<file path="src/rtl/gshare_predictor.sv">
// rtl/gshare_predictor.sv - gshare branch direction predictor with a swept counter table
//
// Ports:
//   clk, reset                 clock; asynchronous active-high reset
//   pred_valid_i, pred_pc_i    lookup request and branch PC
//   pred_valid_o               lookup result valid, one cycle after the request
//   pred_taken_o               predicted direction (counter MSB)
//   pred_idx_o                 table index used by the lookup
//   upd_valid_i, upd_idx_i     resolved branch update and its lookup index
//   upd_taken_i                resolved direction
//   upd_pred_i                 direction that was predicted (stats only)
//   busy_o                     table initialisation sweep in progress
//   stat_lookups_o             accepted lookups, saturating (GSHARE_STATS_EN only)
//   stat_mispred_o             mispredicted updates, saturating (GSHARE_STATS_EN only)
//
// Optional feature macro: GSHARE_STATS_EN

module gshare_predictor #(
  parameter int PC_W   = 32,
  parameter int HIST_W = 8,
  parameter int IDX_W  = 8,
  parameter int CTR_W  = 2
) (
  input  logic              clk,
  input  logic              reset,
  input  logic              pred_valid_i,
  input  logic [PC_W-1:0]   pred_pc_i,
  output logic              pred_valid_o,
  output logic              pred_taken_o,
  output logic [IDX_W-1:0]  pred_idx_o,
  input  logic              upd_valid_i,
  input  logic [IDX_W-1:0]  upd_idx_i,
  input  logic              upd_taken_i,
  input  logic              upd_pred_i,
  output logic              busy_o
`ifdef GSHARE_STATS_EN
  ,
  output logic [31:0]       stat_lookups_o,
  output logic [31:0]       stat_mispred_o
`endif
);

  localparam int DEPTH = 1 << IDX_W;
  localparam logic [CTR_W-1:0] CTR_MAX  = {CTR_W{1'b1}};
  localparam logic [CTR_W-1:0] INIT_VAL = {1'b0, {(CTR_W-1){1'b1}}};
  localparam logic [IDX_W-1:0] LAST_IDX = {IDX_W{1'b1}};

  typedef enum logic {S_INIT, S_RUN} state_t;

  state_t              state_q;
  logic [IDX_W-1:0]    sweep_q;
  logic [HIST_W-1:0]   ghr_q;
  logic [HIST_W-1:0]   ghr_nxt;
  logic [CTR_W-1:0]    ctr_tbl [DEPTH];

  logic [IDX_W-1:0]    lk_idx;
  logic [CTR_W-1:0]    lk_ctr;
  logic [CTR_W-1:0]    upd_ctr;
  logic [CTR_W-1:0]    upd_ctr_nxt;
  logic                run;

  // PC bits below the word offset and above the index are not part of the hash.
  logic                unused_bits;
  assign unused_bits = ^{upd_pred_i, pred_pc_i[PC_W-1:IDX_W+2], pred_pc_i[1:0]};

  assign run    = (state_q == S_RUN);
  assign lk_idx = pred_pc_i[IDX_W+1:2] ^ IDX_W'(ghr_q);
  // Both reads see the table as it was before this edge, which gives
  // read-before-write when a lookup and an update hit the same entry.
  assign lk_ctr  = ctr_tbl[lk_idx];
  assign upd_ctr = ctr_tbl[upd_idx_i];

  generate
    if (HIST_W == 1) begin : g_ghr1
      assign ghr_nxt = upd_taken_i;
    end else begin : g_ghrn
      assign ghr_nxt = {ghr_q[HIST_W-2:0], upd_taken_i};
    end
  endgenerate

  always_comb begin
    upd_ctr_nxt = upd_ctr;
    if (upd_taken_i) begin
      if (upd_ctr != CTR_MAX) upd_ctr_nxt = upd_ctr + CTR_W'(1);
    end else begin
      if (upd_ctr != '0) upd_ctr_nxt = upd_ctr - CTR_W'(1);
    end
  end

  // Counter storage has no reset; the INIT sweep establishes its contents.
  always_ff @(posedge clk) begin
    if (state_q == S_INIT) begin
      ctr_tbl[sweep_q] <= INIT_VAL;
    end else if (upd_valid_i) begin
      ctr_tbl[upd_idx_i] <= upd_ctr_nxt;
    end
  end

  always_ff @(posedge clk or posedge reset) begin
    if (reset) begin
      state_q      <= S_INIT;
      sweep_q      <= '0;
      busy_o       <= 1'b1;
      ghr_q        <= '0;
      pred_valid_o <= 1'b0;
      pred_taken_o <= 1'b0;
      pred_idx_o   <= '0;
    end else begin
      case (state_q)
        S_INIT: begin
          pred_valid_o <= 1'b0;
          sweep_q      <= sweep_q + IDX_W'(1);
          if (sweep_q == LAST_IDX) begin
            state_q <= S_RUN;
            busy_o  <= 1'b0;
          end
        end
        S_RUN: begin
          pred_valid_o <= pred_valid_i;
          if (pred_valid_i) begin
            pred_taken_o <= lk_ctr[CTR_W-1];
            pred_idx_o   <= lk_idx;
          end
          // History holds resolved outcomes only; lookups never shift it.
          if (upd_valid_i) ghr_q <= ghr_nxt;
        end
        default: begin
          state_q <= S_INIT;
          sweep_q <= '0;
          busy_o  <= 1'b1;
        end
      endcase
    end
  end

`ifdef GSHARE_STATS_EN
  always_ff @(posedge clk or posedge reset) begin
    if (reset) begin
      stat_lookups_o <= '0;
      stat_mispred_o <= '0;
    end else if (run) begin
      if (pred_valid_i && (stat_lookups_o != 32'hFFFF_FFFF))
        stat_lookups_o <= stat_lookups_o + 32'd1;
      if (upd_valid_i && (upd_pred_i != upd_taken_i) &&
          (stat_mispred_o != 32'hFFFF_FFFF))
        stat_mispred_o <= stat_mispred_o + 32'd1;
    end
  end
`endif

endmodule

</file>
<file path="config.mk">
export PLATFORM = sky130hd
export DESIGN_NAME = gshare_predictor
export DESIGN_NICKNAME = d
export VERILOG_FILES = /design/src/rtl/gshare_predictor.sv
export SDC_FILE = /design/constraint.sdc
export NUM_CORES = 1
export LEC_CHECK = 0
export ABC_AREA = 1
export BUFFER_PORTS_ARGS = -buffer_cell sky130_fd_sc_hd__clkbuf_2
export CORE_ASPECT_RATIO = 1.4
export CORE_MARGIN = 1
export CORE_UTILIZATION = 60
export DETAILED_ROUTE_END_ITERATION = 12
export PLACE_DENSITY = 0.86
export SETUP_SLACK_MARGIN = 0.15
export SYNTH_ARGS = -nofsm -noshare
export SYNTH_HDL_FRONTEND = slang
export SYNTH_SLANG_ARGS = --single-unit
</file>
<file path="constraint.sdc">
create_clock -name clk -period 13.2 [get_ports clk]
set_input_delay 1.32 -clock clk [delete_from_list [all_inputs] [get_ports clk]]
set_output_delay 1.32 -clock clk [all_outputs]
set_load 0.02 [all_outputs]
</file>
# Word level (Yosys, flattened, before mapping)
# Memories as Yosys holds them, arrays and structs flattened. A register that Yosys moved wholly into a read port is not among the register bits.
# Cells that the tools add are included.
# classes
addsub	3
eq_ne	2
n_mux	13
n_bitwise	2
n_reduce_logical	5
# op_table
operator	count
8-bit by 1-bit adder with 8-bit output, second input constant	1
8-bit == test, second input constant	1
2-bit two-way mux	4
8-bit two-way mux	1
8-bit bitwise XOR	1
1-bit two-way mux	7
2-bit AND reduction	3
2-bit by 1-bit adder with 2-bit output, second input constant	1
2-bit != test, second input constant	1
1-bit case mux with 2 select lines	1
2-bit nonzero test	1
2-bit OR reduction	1
2-bit by 1-bit subtractor with 2-bit output, second input constant	1
1-bit inverter	1
# totals
regBits	27
mem_bits_rw	512
in_bits	46
output_inout_bits	11
n_memories	1
# mem_list
name	words	width	read_ports	rd_ports_with_merged_regs	wr	line_no	text
ctr_tbl	256	2	2	1	1	54	logic [CTR_W-1:0] ctr_tbl [DEPTH];

# Logic depth before layout (Yosys ltp)
# logic_depth
word_depth	5
mapped_depth	16
ltp_nobuf	13

# Worst setup path before layout
# OpenSTA, ideal clock, no wires.
# synth_path
path_kind	in2reg
start	in upd_idx_i[0]
end	mem ctr_tbl[0][0] (data pin)
setup_ns	1.538
t_arrival_ns	9.178
required_time_ns	11.662
setup_slack_ns	2.485
stages	15
path_cell_list	buf_4 buf_4 buf_2 nand2_1 nand3_1 nand3_1 nand3_1 nand3_1 nand2_1 nand2_1 nand3_1 nand3_1 nand2_1 nand2_1 a21boi_1
# synth_between
elab_chain_cells	5
word_cells_on_any_way	9
# synth_rtl
item	line_no	text
start: declaration	32	input logic [IDX_W-1:0] upd_idx_i,
memory 256 x 2 bit *	n/a	
2-bit by 1-bit subtractor with 2-bit output, or another cell as far along	86	if (upd_ctr != '0) upd_ctr_nxt = upd_ctr - CTR_W'(1);
2-bit two-way mux (on tied branches)	86, 84	
2-bit two-way mux *	83	if (upd_taken_i) begin
2-bit two-way mux (no line) *	n/a	
end: declaration	54	
# Mark *: on every way between the ends. The rest lies on a longest branch, timed or not.

# Final worst setup path
# layout_path
start	in upd_idx_i[0]
end	mem ctr_tbl[105][0] (data pin)
# The elaborated chain is that of the path after synthesis.

==> impl_metrics.tcl <==
set metrics [dict create \
    ys_types 34 \
    finalHoldWorstSlack_ns 0.485 \
    cts_buffer_depth 3 \
    reg2reg_depth 14 \
    cp_max_fo 108 \
    ys_ff_latch 540 \
    grt_pass1_wl_um 112000 \
    cp_slowest_cell "buf_4" \
    yosys_warnings 0 \
    ant_nets 0 \
    core_mm2 0.0423 \
    drc 0 \
    synth-simple-area-share_pct 31.8 \
    ys_seq_area_share_pct 62.1 \
    fmax_ghz 0.161 \
    syn_area_per_cell_um2 9.50 \
    cts.sink_count 540 \
    synth_mux_area_share_pct 0 \
    startpoint "upd_idx_i[0]" \
    fin_crit_sh_pct 47.0 \
    period_minus_slack_ns 6.20 \
    netlist_area_mm2 0.0259 \
    crit_arrival_ns 6.42 \
    finalHoldViolations 0 \
    synth.area.top_cells "edfxtp_1, nand3_1, nand2_1" \
    portBuffers 31 \
    synthXorXnorAreaFrac_pct 0.532 \
    leakage_nw 10.5 \
    slowest_delay_ns 0.95 \
    nNetsFinal 2690 \
    post_cts.repair.setup_buffers 0 \
    fp.dieW_um 178 \
    synthArstFlopShare_pct 5.19 \
    tns_ns 0 \
    dpl_cell_area_mm2 0.0260 \
    crit_end "ctr_tbl[105][0]" \
    firstDrtPassIters 9 \
    finalClockSkew_ns 0.0233 \
    max_slew_margin_pct 14.6 \
    min_path_type "reg2reg" \
    num-fill-cells 2889 \
    setup_viol 0 \
    n_antenna_cell 0 \
    rsz0062_at_grt "no" \
    cp_cell_sequence "buf_6 > inv_6 > buf_4 > nand2_1 > nand3_1 > nand3_1 > nand3_1 > nand3_1 > nand2_1 > nand2_1 > nand3_1 > nand3_1 > nand2_1 > nor2_1 > a21boi_4 > buf_4 > buf_4" \
    antenna_found_initial 1 \
    via_count 21500 \
    worst_path_most_repeated_cell "nand3_1" \
    tightest_slew_ns 1.28 \
    cts_tree "yes" \
    endpoint_kind "flop" \
    grt_usage_pct 34.1 \
    htreeDepth 2 \
    clk_latency_ns 0.58 \
    die-area_mm2 0.0440 \
    pin_count 57 \
    synth_nets 2771 \
    cts_root_buf "clkbuf_16" \
    die_y_um 248 \
    slew_violations 0 \
    grt_pass1_vias 20800 \
    power_density_mw_per_mm2 125 \
    drive_gt1_share_pct 7.28 \
    synth_edf_count 512 \
    drt_iter0_drc 3430 \
    worstSetupPathType "in2reg" \
    dp_hpwl_um 40400 \
    grt.overflow.total 0 \
    wirelength_um 75500 \
    synth_top_area_share_pct 59.4 \
    ir_worst_vdd_mv 0.0986 \
    path_clk_slew_ns 0.06 \
    worstReg2RegEnd "ctr_tbl[105][0]" \
    cts_hold_buf 0 \
    cts_resized 0 \
    routedWlPerCell_um 23.4 \
    crit-reg2reg-launch "ctr_tbl[159][1]" \
    yosys.area.top_type "edfxtp_1" \
    synth-main-ff-cell "edfxtp_1" \
    critPathRequiredTime_ns 13.42 \
    syn_inst 2724 \
    synth_top_family_by_area "simple AND/OR/NAND/NOR gates" \
    max_cap_viol_count 0 \
    grt_max_degree 201 \
    worstSetupStartpointType "primary input" \
    status "completed" \
    synthAdderAreaFrac_pct 0.0483 \
    syn_to_final_growth_pct 6.38 \
    rows 89 \
    start_util_pct 61.2 \
    numCtsBuffers 46 \
    drt-vias-per-instance 6.66 \
    synth_compound_area_share_pct 0.870 \
    gp_congestion 0.946 \
    postLayoutCellArea_mm2 0.0275 \
    reg2reg_setup_slack_ns 9.16 \
]
==> power by group <==
group,internal [mW],switching [mW],total (mW)
clock network,0.756,0.597,1.35
logic,0.0666,0.190,0.257
registers,1.85,0,1.85
total,2.67,0.787,3.45
==> synth_stat cells, types with 5 or more instances <==
cell type and n:
inv_1 33, buf_1 20, nand2_2 16, nand2_1 849, nor2_4 8, edfxtp_1 512
dfrtp_1 27, inv_2 12, clkbuf_1 22, buf_4 32, xnor2_1 6, o21ai_4 5
nand3_1 749, nor2_1 262, o21ai_0 17, xor2_1 6, nand3_2 6, buf_2 114
nor2_2 5
==> area by class of cell <==
cell class | count | area [um2] | area share (%)
clock buffer | 58 | 1260 | 4.58
clock inverter | 26 | 236 | 0.859
inverter | 46 | 181 | 0.659
multi-input combinational | 1946 | 8670 | 31.5
sequential | 540 | 16100 | 58.4
tap | 546 | 683 | 2.48
timing repair buffer | 63 | 429 | 1.56
==> worst max-delay path, delay by kind of cell <==
| family | cells | cell delay (ns) |
|---|---|---|
| compound gates | 1 | 0.15 |
| buf+inv | 5 | 3.34 |
| simple gates | 11 | 1.44 |
==> stage by stage <==
| step | std cells | setup slack [ns] | util (%) | total power, mW |
|---|---|---|---|---|
| floorplan | 2724 | 2.48 | - | 2.05 |
| global placement | 3141 | 7.00 | 61.5 | 2.11 |
| detailed placement | 3141 | 6.81 | 61.5 | 2.12 |
| CTS | 3225 | 7.32 | 65.1 | 3.43 |
| global route | 3225 | 6.89 | 65.1 | 3.52 |
| finish | 3225 | 7.00 | 65.1 | 3.45 |
==> registers in the layout, summed over array words and instances (netlist names) <==
signal,count
pred_taken_o,1
run,1
sweep_q,8
ctr_tbl,512
busy_o,1
pred_idx_o,8
ghr_q,8
pred_valid_o,1
==> layout by cell type (no fill, tap or decap), drive strengths merged <==
master | netlist | final
a21boi | 1 | 1
a21oi | 2 | 2
buf | 170 | 35
bufinv | 0 | 4
clkbuf | 22 | 86
clkinv | 0 | 18
clkinvlp | 0 | 4
dfrtp | 27 | 27
dfstp | 1 | 1
edfxtp | 512 | 512
ha | 1 | 1
inv | 46 | 46
nand2 | 866 | 866
nand3 | 755 | 755
nand3b | 1 | 1
nand4 | 1 | 1
nor2 | 275 | 275
nor3 | 2 | 2
o211ai | 1 | 1
o21ai | 25 | 25
o21bai | 1 | 1
or2 | 1 | 1
xnor2 | 8 | 8
xor2 | 6 | 6
==> per-layer routing <==
metal	vias up	share of wire, %	GRT usage (%)
met5	-	0.017	0
met4	2	8.4	25.8
met3	535	16	7.51
met2	1991	45	54.1
met1	9790	30	40.8
li1	9160	-	-
==> worst min path at each step <==
stage | start | to | slack, ns | cells past startpoint
final | pred_idx_o[7] | pred_idx_o[7] | 0.48 | 2
after global routing | pred_idx_o[1] | pred_idx_o[1] | 0.51 | 2
after CTS | pred_idx_o[1] | pred_idx_o[1] | 0.49 | 2
after detailed placement | pred_idx_o[1] | pred_idx_o[1] | 0.47 | 2
after global placement | pred_idx_o[0] | pred_idx_o[0] | 0.47 | 2
after floorplan | sweep_q[7] | sweep_q[7] | 0.46 | 1
==> cells by family after synthesis <==
logic type	after synthesis
and+or+nand+nor	1901
xor gates and xnor gates	14
AOI/OAI and AO/OA	30
adders and majority gates	1
buffers and inverters	238
DFF	540
No activity file was read; power rests on OpenSTA's default activity.
